===== src/rtl/poly_osc_pkg.sv =====
// Shared types and default widths for the polyphonic oscillator bank.
package poly_osc_pkg;
  typedef enum logic [1:0] {IDLE, RUN, FLUSH, OUT} state_t;
  typedef enum logic [1:0] {WAVE_SINE, WAVE_SAW, WAVE_SQUARE, WAVE_SILENT} wave_t;

  localparam int NUM_VOICES_DEF = 8;
  localparam int SAMPLE_W_DEF   = 16;
  localparam int VIDX_W         = $clog2(NUM_VOICES_DEF);
  localparam int ACC_W          = SAMPLE_W_DEF + VIDX_W;
endpackage


===== src/rtl/osc_wave_shaper.sv =====
// Per-lookup waveform selector. POLY_OSC_WAVE_EN adds saw/square/silent;
// without it every lookup passes the sine ROM word through.
module osc_wave_shaper
  import poly_osc_pkg::*;
#(
  parameter int SAMPLE_W = 16
) (
`ifdef POLY_OSC_WAVE_EN
  input  wave_t                       wave,
  input  logic [SAMPLE_W-1:0]         phase_top,
`endif
  input  logic signed [SAMPLE_W-1:0]  rom_data,
  output logic signed [SAMPLE_W-1:0]  shaped
);
`ifdef POLY_OSC_WAVE_EN
  localparam logic signed [SAMPLE_W-1:0] FULL = {1'b0, {(SAMPLE_W-1){1'b1}}};

  always_comb begin
    shaped = rom_data;
    case (wave)
      WAVE_SAW:    shaped = {~phase_top[SAMPLE_W-1], phase_top[SAMPLE_W-2:0]};
      WAVE_SQUARE: shaped = phase_top[SAMPLE_W-1] ? -FULL : FULL;
      WAVE_SILENT: shaped = '0;
      default:     ;
    endcase
  end
`else
  assign shaped = rom_data;
`endif
endmodule


===== src/rtl/poly_osc_bank.sv =====
// Time-multiplexed N-voice phase-accumulator oscillator bank with shared sine ROM.
// Optional per-voice waveform select when POLY_OSC_WAVE_EN is defined.
module poly_osc_bank
  import poly_osc_pkg::*;
#(
  parameter int NUM_VOICES = 8,
  parameter int PHASE_W    = 24,
  parameter int ADDR_W     = 12,
  parameter int SAMPLE_W   = 16
) (
  input  logic                          Clk,
  input  logic                          Reset_n,
  input  logic                          Sample_req,
  input  logic                          Voice_we,
  input  logic [$clog2(NUM_VOICES)-1:0] Voice_sel,
  input  logic [PHASE_W-1:0]            Voice_inc,
  input  logic                          Voice_on,
  input  logic                          Voice_prst,
`ifdef POLY_OSC_WAVE_EN
  input  logic [1:0]                    Voice_wave,
`endif
  output logic [ADDR_W-1:0]             Rom_addr,
  input  logic [SAMPLE_W-1:0]           Rom_data,
  output logic [SAMPLE_W-1:0]           Sample_out,
  output logic                          Sample_valid,
  output logic                          Busy,
  output logic                          Overrun
);
  localparam int VW = $clog2(NUM_VOICES);
  localparam int AW = SAMPLE_W + VW;

  state_t                               state;
  logic [VW-1:0]                        idx;
  logic signed [AW-1:0]                 acc;
  logic [NUM_VOICES-1:0][PHASE_W-1:0]   phase, inc;
  logic [NUM_VOICES-1:0]                gate;
  logic                                 lk_vld, lk_gate;
  logic signed [SAMPLE_W-1:0]           shaped;

  assign Busy     = (state != IDLE);
  assign Rom_addr = (state == RUN) ? phase[idx][PHASE_W-1 -: ADDR_W] : '0;

`ifdef POLY_OSC_WAVE_EN
  wave_t [NUM_VOICES-1:0] wave;
  wave_t                  lk_wave;
  logic [SAMPLE_W-1:0]    lk_phase;

  // Shape inputs are captured alongside the ROM address so they line up with Rom_data.
  always_ff @(posedge Clk or negedge Reset_n) begin
    if (!Reset_n) begin
      lk_wave  <= WAVE_SINE;
      lk_phase <= '0;
    end else if (state == RUN) begin
      lk_wave  <= wave[idx];
      lk_phase <= phase[idx][PHASE_W-1 -: SAMPLE_W];
    end
  end

  always_ff @(posedge Clk or negedge Reset_n) begin
    if (!Reset_n) wave <= '{default: WAVE_SINE};
    else if (Voice_we) wave[Voice_sel] <= wave_t'(Voice_wave);
  end

  osc_wave_shaper #(.SAMPLE_W(SAMPLE_W)) u_shaper (
    .wave      (lk_wave),
    .phase_top (lk_phase),
    .rom_data  (Rom_data),
    .shaped    (shaped)
  );
`else
  osc_wave_shaper #(.SAMPLE_W(SAMPLE_W)) u_shaper (
    .rom_data  (Rom_data),
    .shaped    (shaped)
  );
`endif

  // Voice registers: the RUN advance reads the pre-write inc; preset overrides the advance.
  always_ff @(posedge Clk or negedge Reset_n) begin
    if (!Reset_n) begin
      phase <= '0;
      inc   <= '0;
      gate  <= '0;
    end else begin
      for (int v = 0; v < NUM_VOICES; v++) begin
        if (state == RUN && idx == VW'(v)) phase[v] <= phase[v] + inc[v];
        if (Voice_we && Voice_sel == VW'(v)) begin
          inc[v]  <= Voice_inc;
          gate[v] <= Voice_on;
          if (Voice_prst) phase[v] <= '0;
        end
      end
    end
  end

  always_ff @(posedge Clk or negedge Reset_n) begin
    if (!Reset_n) begin
      state        <= IDLE;
      idx          <= '0;
      acc          <= '0;
      lk_vld       <= 1'b0;
      lk_gate      <= 1'b0;
      Sample_out   <= '0;
      Sample_valid <= 1'b0;
      Overrun      <= 1'b0;
    end else begin
      Sample_valid <= 1'b0;
      lk_vld       <= (state == RUN);
      if (Sample_req && state != IDLE) Overrun <= 1'b1;
      // ROM data arriving this cycle belongs to the voice addressed last cycle.
      if (lk_vld && lk_gate) acc <= acc + {{VW{shaped[SAMPLE_W-1]}}, shaped};
      case (state)
        IDLE: if (Sample_req) begin
          state <= RUN;
          idx   <= '0;
          acc   <= '0;
        end
        RUN: begin
          lk_gate <= gate[idx];
          idx     <= idx + 1'b1;
          if (idx == VW'(NUM_VOICES - 1)) state <= FLUSH;
        end
        FLUSH: state <= OUT;
        OUT: begin
          Sample_out   <= SAMPLE_W'(acc >>> VW);
          Sample_valid <= 1'b1;
          state        <= IDLE;
        end
        default: state <= IDLE;
      endcase
    end
  end
endmodule


===== config.mk =====
export PLATFORM = sky130hd
export DESIGN_NAME = poly_osc_bank
export DESIGN_NICKNAME = d
export VERILOG_FILES = /design/src/rtl/poly_osc_pkg.sv /design/src/rtl/osc_wave_shaper.sv /design/src/rtl/poly_osc_bank.sv
export SDC_FILE = /design/constraint.sdc
export NUM_CORES = 1
export LEC_CHECK = 0
export BUFFER_PORTS_ARGS = -buffer_cell sky130_fd_sc_hd__buf_2
export CAP_MARGIN = 20
export CORE_AREA = 10 10 216 218
export DETAILED_ROUTE_END_ITERATION = 12
export DIE_AREA = 0 0 226 228
export GPL_ROUTABILITY_DRIVEN = 0
export PLACE_DENSITY = 0.82
export SYNTH_ARGS = -nofsm -noshare
export SYNTH_HDL_FRONTEND = slang
export SYNTH_SLANG_ARGS = --single-unit

===== constraint.sdc =====
create_clock -name Clk -period 6.8 [get_ports Clk]
set_clock_uncertainty 0.05 [all_clocks]
set_input_delay 1.02 -clock Clk [delete_from_list [all_inputs] [get_ports Clk]]
set_output_delay 1.02 -clock Clk [all_outputs]
set_load 0.01 [all_outputs]

# --- Word level (Yosys, flattened, before mapping) ---
# Cells that the tools add are included.
word_totals:
  reg_bits: 436
  out_inout_bits: 31
  word_cells: 125
op_classes:
  n_addsub: 10
  n_lt_le_gt_ge: 1
  n_eq_ne: 19
  muxes: 38
  reduce_logical: 25
ops:
  columns: ["op", "count"]
  rows:
  - ["24-bit two-way mux", 25]
  - ["24-bit adder", 8]
  - ["24-bit binary-select mux with 3-bit select", 1]
  - ["19-bit two-way mux", 3]
  - ["3-bit equality test, second input constant", 8]
  - ["19-bit adder", 1]
  - ["1-bit logical AND", 18]
  - ["3-bit by 2-bit equality test with 1-bit output, second input constant", 4]
  - ["12-bit two-way mux", 1]
  - ["2-bit case mux with 4 select lines", 1]
  - ["3-bit by 1-bit equality test with 1-bit output, second input constant", 2]
  - ["3-bit zero test", 2]
  - ["3-bit case mux with 2 select lines", 1]
  - ["2-bit equality test, second input constant", 2]
  - ["3-bit by 4-bit < comparator with 1-bit output, second input constant", 1]
  - ["2-bit two-way mux", 2]
  - ["2-bit AND reduction", 2]
  - ["2-bit nonzero test", 2]
  - ["3-bit by 1-bit adder with 3-bit output, second input constant", 1]
  - ["1-bit binary-select mux with 3-bit select", 1]
  - ["3-bit two-way mux", 1]
  - ["2-bit by 1-bit equality test with 1-bit output, second input constant", 1]
  - ["2-bit zero test", 1]
  - ["1-bit two-way mux", 2]
  - ["other kinds (2)", 2]

# --- Logic depth before layout (Yosys ltp) ---
depth:
  ltp_word: 5
  depth_mapped: 11
  ltp_nobuf: 11

# --- Cells and area by module ---
# Synthesis repeated with hierarchy kept, for this count alone.
hier_totals:
  cells_unflattened: 2756
  hier_area_um2: 27044.7
modules_own_cells:
  columns: ["mod", "instances", "cells_each", "area_per_inst_um2"]
  rows:
  - ["poly_osc_bank", 1, 2740, 26924.6]
  - ["osc_wave_shaper", 1, 16, 120.1]

# --- Least setup slack after synthesis ---
# OpenSTA, ideal clock, no wires.
synth_path:
  path_type: "in2reg"
  start: "input Rom_data[0]"
  end: "register acc[16]"
  t_arrival_ns: 3.402
  t_required_ns: 6.672
  slack_ns: 3.270
  stages: 11
  cell_sequence: "ha_1 fa_1 a21o_1 a21oi_2 o21bai_1 a2111o_1 a31o_2 a311o_1 xor2_1 nand2_1 a21oi_1"
synth_between:
  elab_chain_cells: 4
synth_lines:
  columns: ["item", "line_no", "source"]
  rows:
  - ["start: declaration", "poly_osc_bank.sv:23", "input logic [SAMPLE_W-1:0] Rom_data,"]
  - ["19-bit adder (*)", "poly_osc_bank.sv:110", "if (lk_vld && lk_gate) acc <= acc + {{VW{shaped[SAMPLE_W-1]}}, shaped};"]
  - ["19-bit two-way mux (*)", "poly_osc_bank.sv:110", null]
  - ["19-bit two-way mux", "poly_osc_bank.sv:112", "IDLE: if (Sample_req) begin"]
  - ["19-bit two-way mux (*)", "poly_osc_bank.sv:111", "case (state)"]
  - ["end signal: assignment", "poly_osc_bank.sv:110", null]
  - ["end: declaration", "poly_osc_bank.sv:34", "logic signed [AW-1:0] acc;"]
# Every way passes the cells marked *; elsewhere a longest branch is shown, timed or not.
# A chain may end at the register's enable or synchronous reset.

# --- Worst setup path in the final report ---
layout_path:
  start: "register state[1]"
  end: "output Rom_addr[11]"
layout_between:
  elab_chain_cells: 2
layout_lines:
  columns: ["item", "line_no", "source"]
  rows:
  - ["start: declaration", "poly_osc_bank.sv:32", "state_t state;"]
  - ["start signal: assignment", "poly_osc_bank.sv:97", "state <= IDLE;"]
  - ["start signal: assignment", "poly_osc_bank.sv:113", "state <= RUN;"]
  - ["start signal: assignment", "poly_osc_bank.sv:120", "if (idx == VW'(NUM_VOICES - 1)) state <= FLUSH;"]
  - ["2-bit by 1-bit equality test with 1-bit output", "poly_osc_bank.sv:41", "assign Rom_addr = (state == RUN) ? phase[idx][PHASE_W-1 -: ADDR_W] : '0;"]
  - ["12-bit two-way mux", "poly_osc_bank.sv:41", null]
  - ["end: declaration", "poly_osc_bank.sv:22", "output logic [ADDR_W-1:0] Rom_addr,"]
# Every way passes these cells.

==> run_results.csv <==
group,metric,value,unit
worst_setup_path,worstSetupStartpoint,"state[1]",
min_path,hold_path_class,"in -> async",
worst_setup_path,startpoint_type,"register",
synth,synth_area,27100,sq um
timing,maxSlewViolCount,0,
floorplan,pin_count,80,
clock_network,htree_levels,2,
final_layout,utilization,69.77,%
worst_setup_path,reg2reg_depth,11,
placement,dpl_worst_slack,2.874,ns
grt,antenna_found_initial,6,
clock_network,hold_buffers,0,
synth,synth_seq_cells,436,
floorplan,core-area,42510,sq um
drt,wirelength,74060,um
drt,vias,22288,
grt,overflow,0,
synth,synth_flop_cell,"dfrtp_1",
final_layout,area_growth_syn_to_layout,9.448,%
final_layout,drive_gt1_share,17.08,%
floorplan,die_w,226,um
synth,syn_area_per_cell,9.882,sq um
worst_setup_path,crit_fanout,30,
timing,layout_setup_ws,2.981,ns
synth,yosysSeqAreaShare,40.27,%
timing,finalHoldViolCount,0,
power_and_ir_drop,power,0.01362,W
floorplan,rows,76,
run_status,status,"completed",
clock_network,postCtsSetupBuffers,0,
worst_setup_path,cp.required,5.73,ns
placement,io_buffer_count,79,
timing,relSlewSlack,23.58,%
clock_network,cts_root_buffer,"clkbuf_16",
worst_setup_path,worstSetupEndpoint,"Rom_addr[11]",
final_layout,layout_common_cells,"436 x dfrtp_1, 395 x nand2_1, 289 x a21oi_1, 215 x mux2_2, 212 x ha_1",
final_layout,final_common_cell,"dfrtp_1",
timing,min_period,3.819,ns
drt,firstDrtPassIters,5,
grt,grtUsageTotal,28.29,%
power_and_ir_drop,p_leak,13.76,nW
worst_setup_path,critPathBufInv,2,
worst_setup_path,slowest_stage,"ha_1",
timing,rsz0062_at_grt,"false",
floorplan,start_util,63.75,%
clock_network,clk_path_buf_depth,3,
drt,viasPerCell,6.614,
grt,grt_max_degree,176,
synth,synth.net_count,3012,
synth,synth_edf_count,0,
drt,first_iter_violations,1871,
worst_setup_path,rr_startpoint,"phase[72]",
timing,finalSetupTns,0,ns
clock_network,clock_latency,0.60,ns
power_and_ir_drop,max-vdd-ir-drop,0.2757,mV
drt,wire_per_inst,21.98,um
grt,grt_pass1_wl,117100,um
worst_setup_path,cp.arrival,2.75,ns
clock_network,path_clk_slew,0.06,ns
grt,first_global_vias,22322,
worst_setup_path,worstSetupPathType,"reg -> out",
synth,syn_inst,2742,
drt,drc,0,
worst_setup_path,crit_cells,4,
timing,setup_viol,0,
clock_network,cts_tree,"yes",
placement,hpwl,49890,um
final_layout,multi_input_comb_area,15630,sq um
clock_network,cts_resized,0,
final_layout,fill_cells,3040,
floorplan,dieArea,51530,sq um
run,maxCapViolations,0,
worst_setup_path,worstSetupEndpointType,"output port",
worst_setup_path,path_cells,"inv_1 -> ha_1 -> a21boi_0 -> buf_2",
synth,synth_async_sr_flop_share,100.0,%
worst_setup_path,critical-path-top-delay-family,"adder cells",
floorplan,die_y,228,um
final_layout,regArea,10910,sq um
drt,final_antenna_net_count,0,
final_layout,nets,3057,
timing,holdWs,0.3860,ns
clock_network,numCtsBuffers,47,
timing,tightest_slew,1.146,ns
clock_network,cts.sinks,436,
power_and_ir_drop,p_per_area,459.3,nW/um^2
timing,fmax,261.9,MHz
synth,ys_types,88,
synth,ys_warn_count,0,
worst_setup_path,reg2reg_to,"phase[92]",
worst_setup_path,cpPeakStageDelay,0.73,ns
worst_setup_path,reg2reg_setup_slack,3.52,ns
timing,finalCritPeriodShare,56.16,%
[through the flow]
stage,cell area [sq um],cells
finish,29660,3370
global route,29650,3368
CTS,29600,3365
detailed placement,27990,3281
global placement,27990,3281
floorplan,27100,2742
[power by group]
part	switching (W)	leakage, nW	internal (W)
sequential	0.000727	5.45	0.00345
combinational	0.00379	7.52	0.00295
clock	0.00109	0.789	0.00161
[metal layers]
metal	share of wire, %	up-vias	track usage [%]
li1	-	9995	-
met2	47	1038	45.80
met1	40	11053	35.78
met5	0.027	-	0
met4	4.5	2	14.02
met3	9.2	200	5.222
[cell families after synthesis]
kind of cell	share of synthesized area, %
xor+xnor	4.784
mux	11.65
compound gates	17.48
simple gates	13.18
fa+ha+maj	10.45
buf+inv	2.180
flops	40.27
[synthesized netlist by cell type, drive strengths merged, types with 13 or more instances]
library cell  number  area, sq um
mux4              26        585.6
xor2              54        473.0
nand2            395         1483
inv               44        165.2
nor2             145        544.3
xnor2             94        823.3
and3              25        156.4
a21oi            301         1559
dfrtp            436        10910
o21ai            120        619.4
nand2b            24        150.1
ha               212         2653
buf               13        61.31
o21bai            31        232.7
mux2             215         2421
nor2b             18        112.6
mux2i             15        150.1
a21boi            15        116.4
clkbuf            97        364.1
o21a              16        120.1
a21o              91        684.4
nand3             44        225.2
nor3              40        200.2
and2              15        93.84
a31oi             23        143.9
a211oi            51        407.9
or3               19        118.9
[worst reg2reg max path: stages (launching register included)]
cell      delay [ns]
dfrtp_1         0.38
ha_1            0.24
fa_1            0.45
a211oi_2        0.31
o21ai_1         0.17
a21oi_1         0.27
o31ai_1         0.20
a221o_1         0.36
a21oi_1         0.29
o21ba_1         0.18
mux2i_1         0.18
a21oi_1         0.08
[flip-flops by register name (all words and copies together) (netlist names), 2 cells and up]
signal / count
state: 2
Sample_out: 16
phase: 192
gate: 8
inc: 192
idx: 3
acc: 19
[layout make-up]
| cell class | count | share of cell area (%) |
|---|---|---|
| sequential | 436 | 36.79 |
| multi-input combinational | 2152 | 52.71 |
| tap | 546 | 2.304 |
| timing repair buffer | 106 | 2.198 |
| clock inverter | 21 | 1.013 |
| clock buffer | 63 | 4.409 |
| inverter | 44 | 0.5569 |
| antenna | 2 | 0.01688 |
[worst min path at each step]
stage | startpoint | to | slack, ns
floorplan | gate[6] | gate[6] | 0.42
global placement | Overrun | Overrun | 0.39
detailed placement | Overrun | Overrun | 0.39
CTS | Overrun | Overrun | 0.40
global route | Reset_n | acc[1] | 0.43
finish | Reset_n | acc[1] | 0.39
Power figures use the tool's default switching activity.
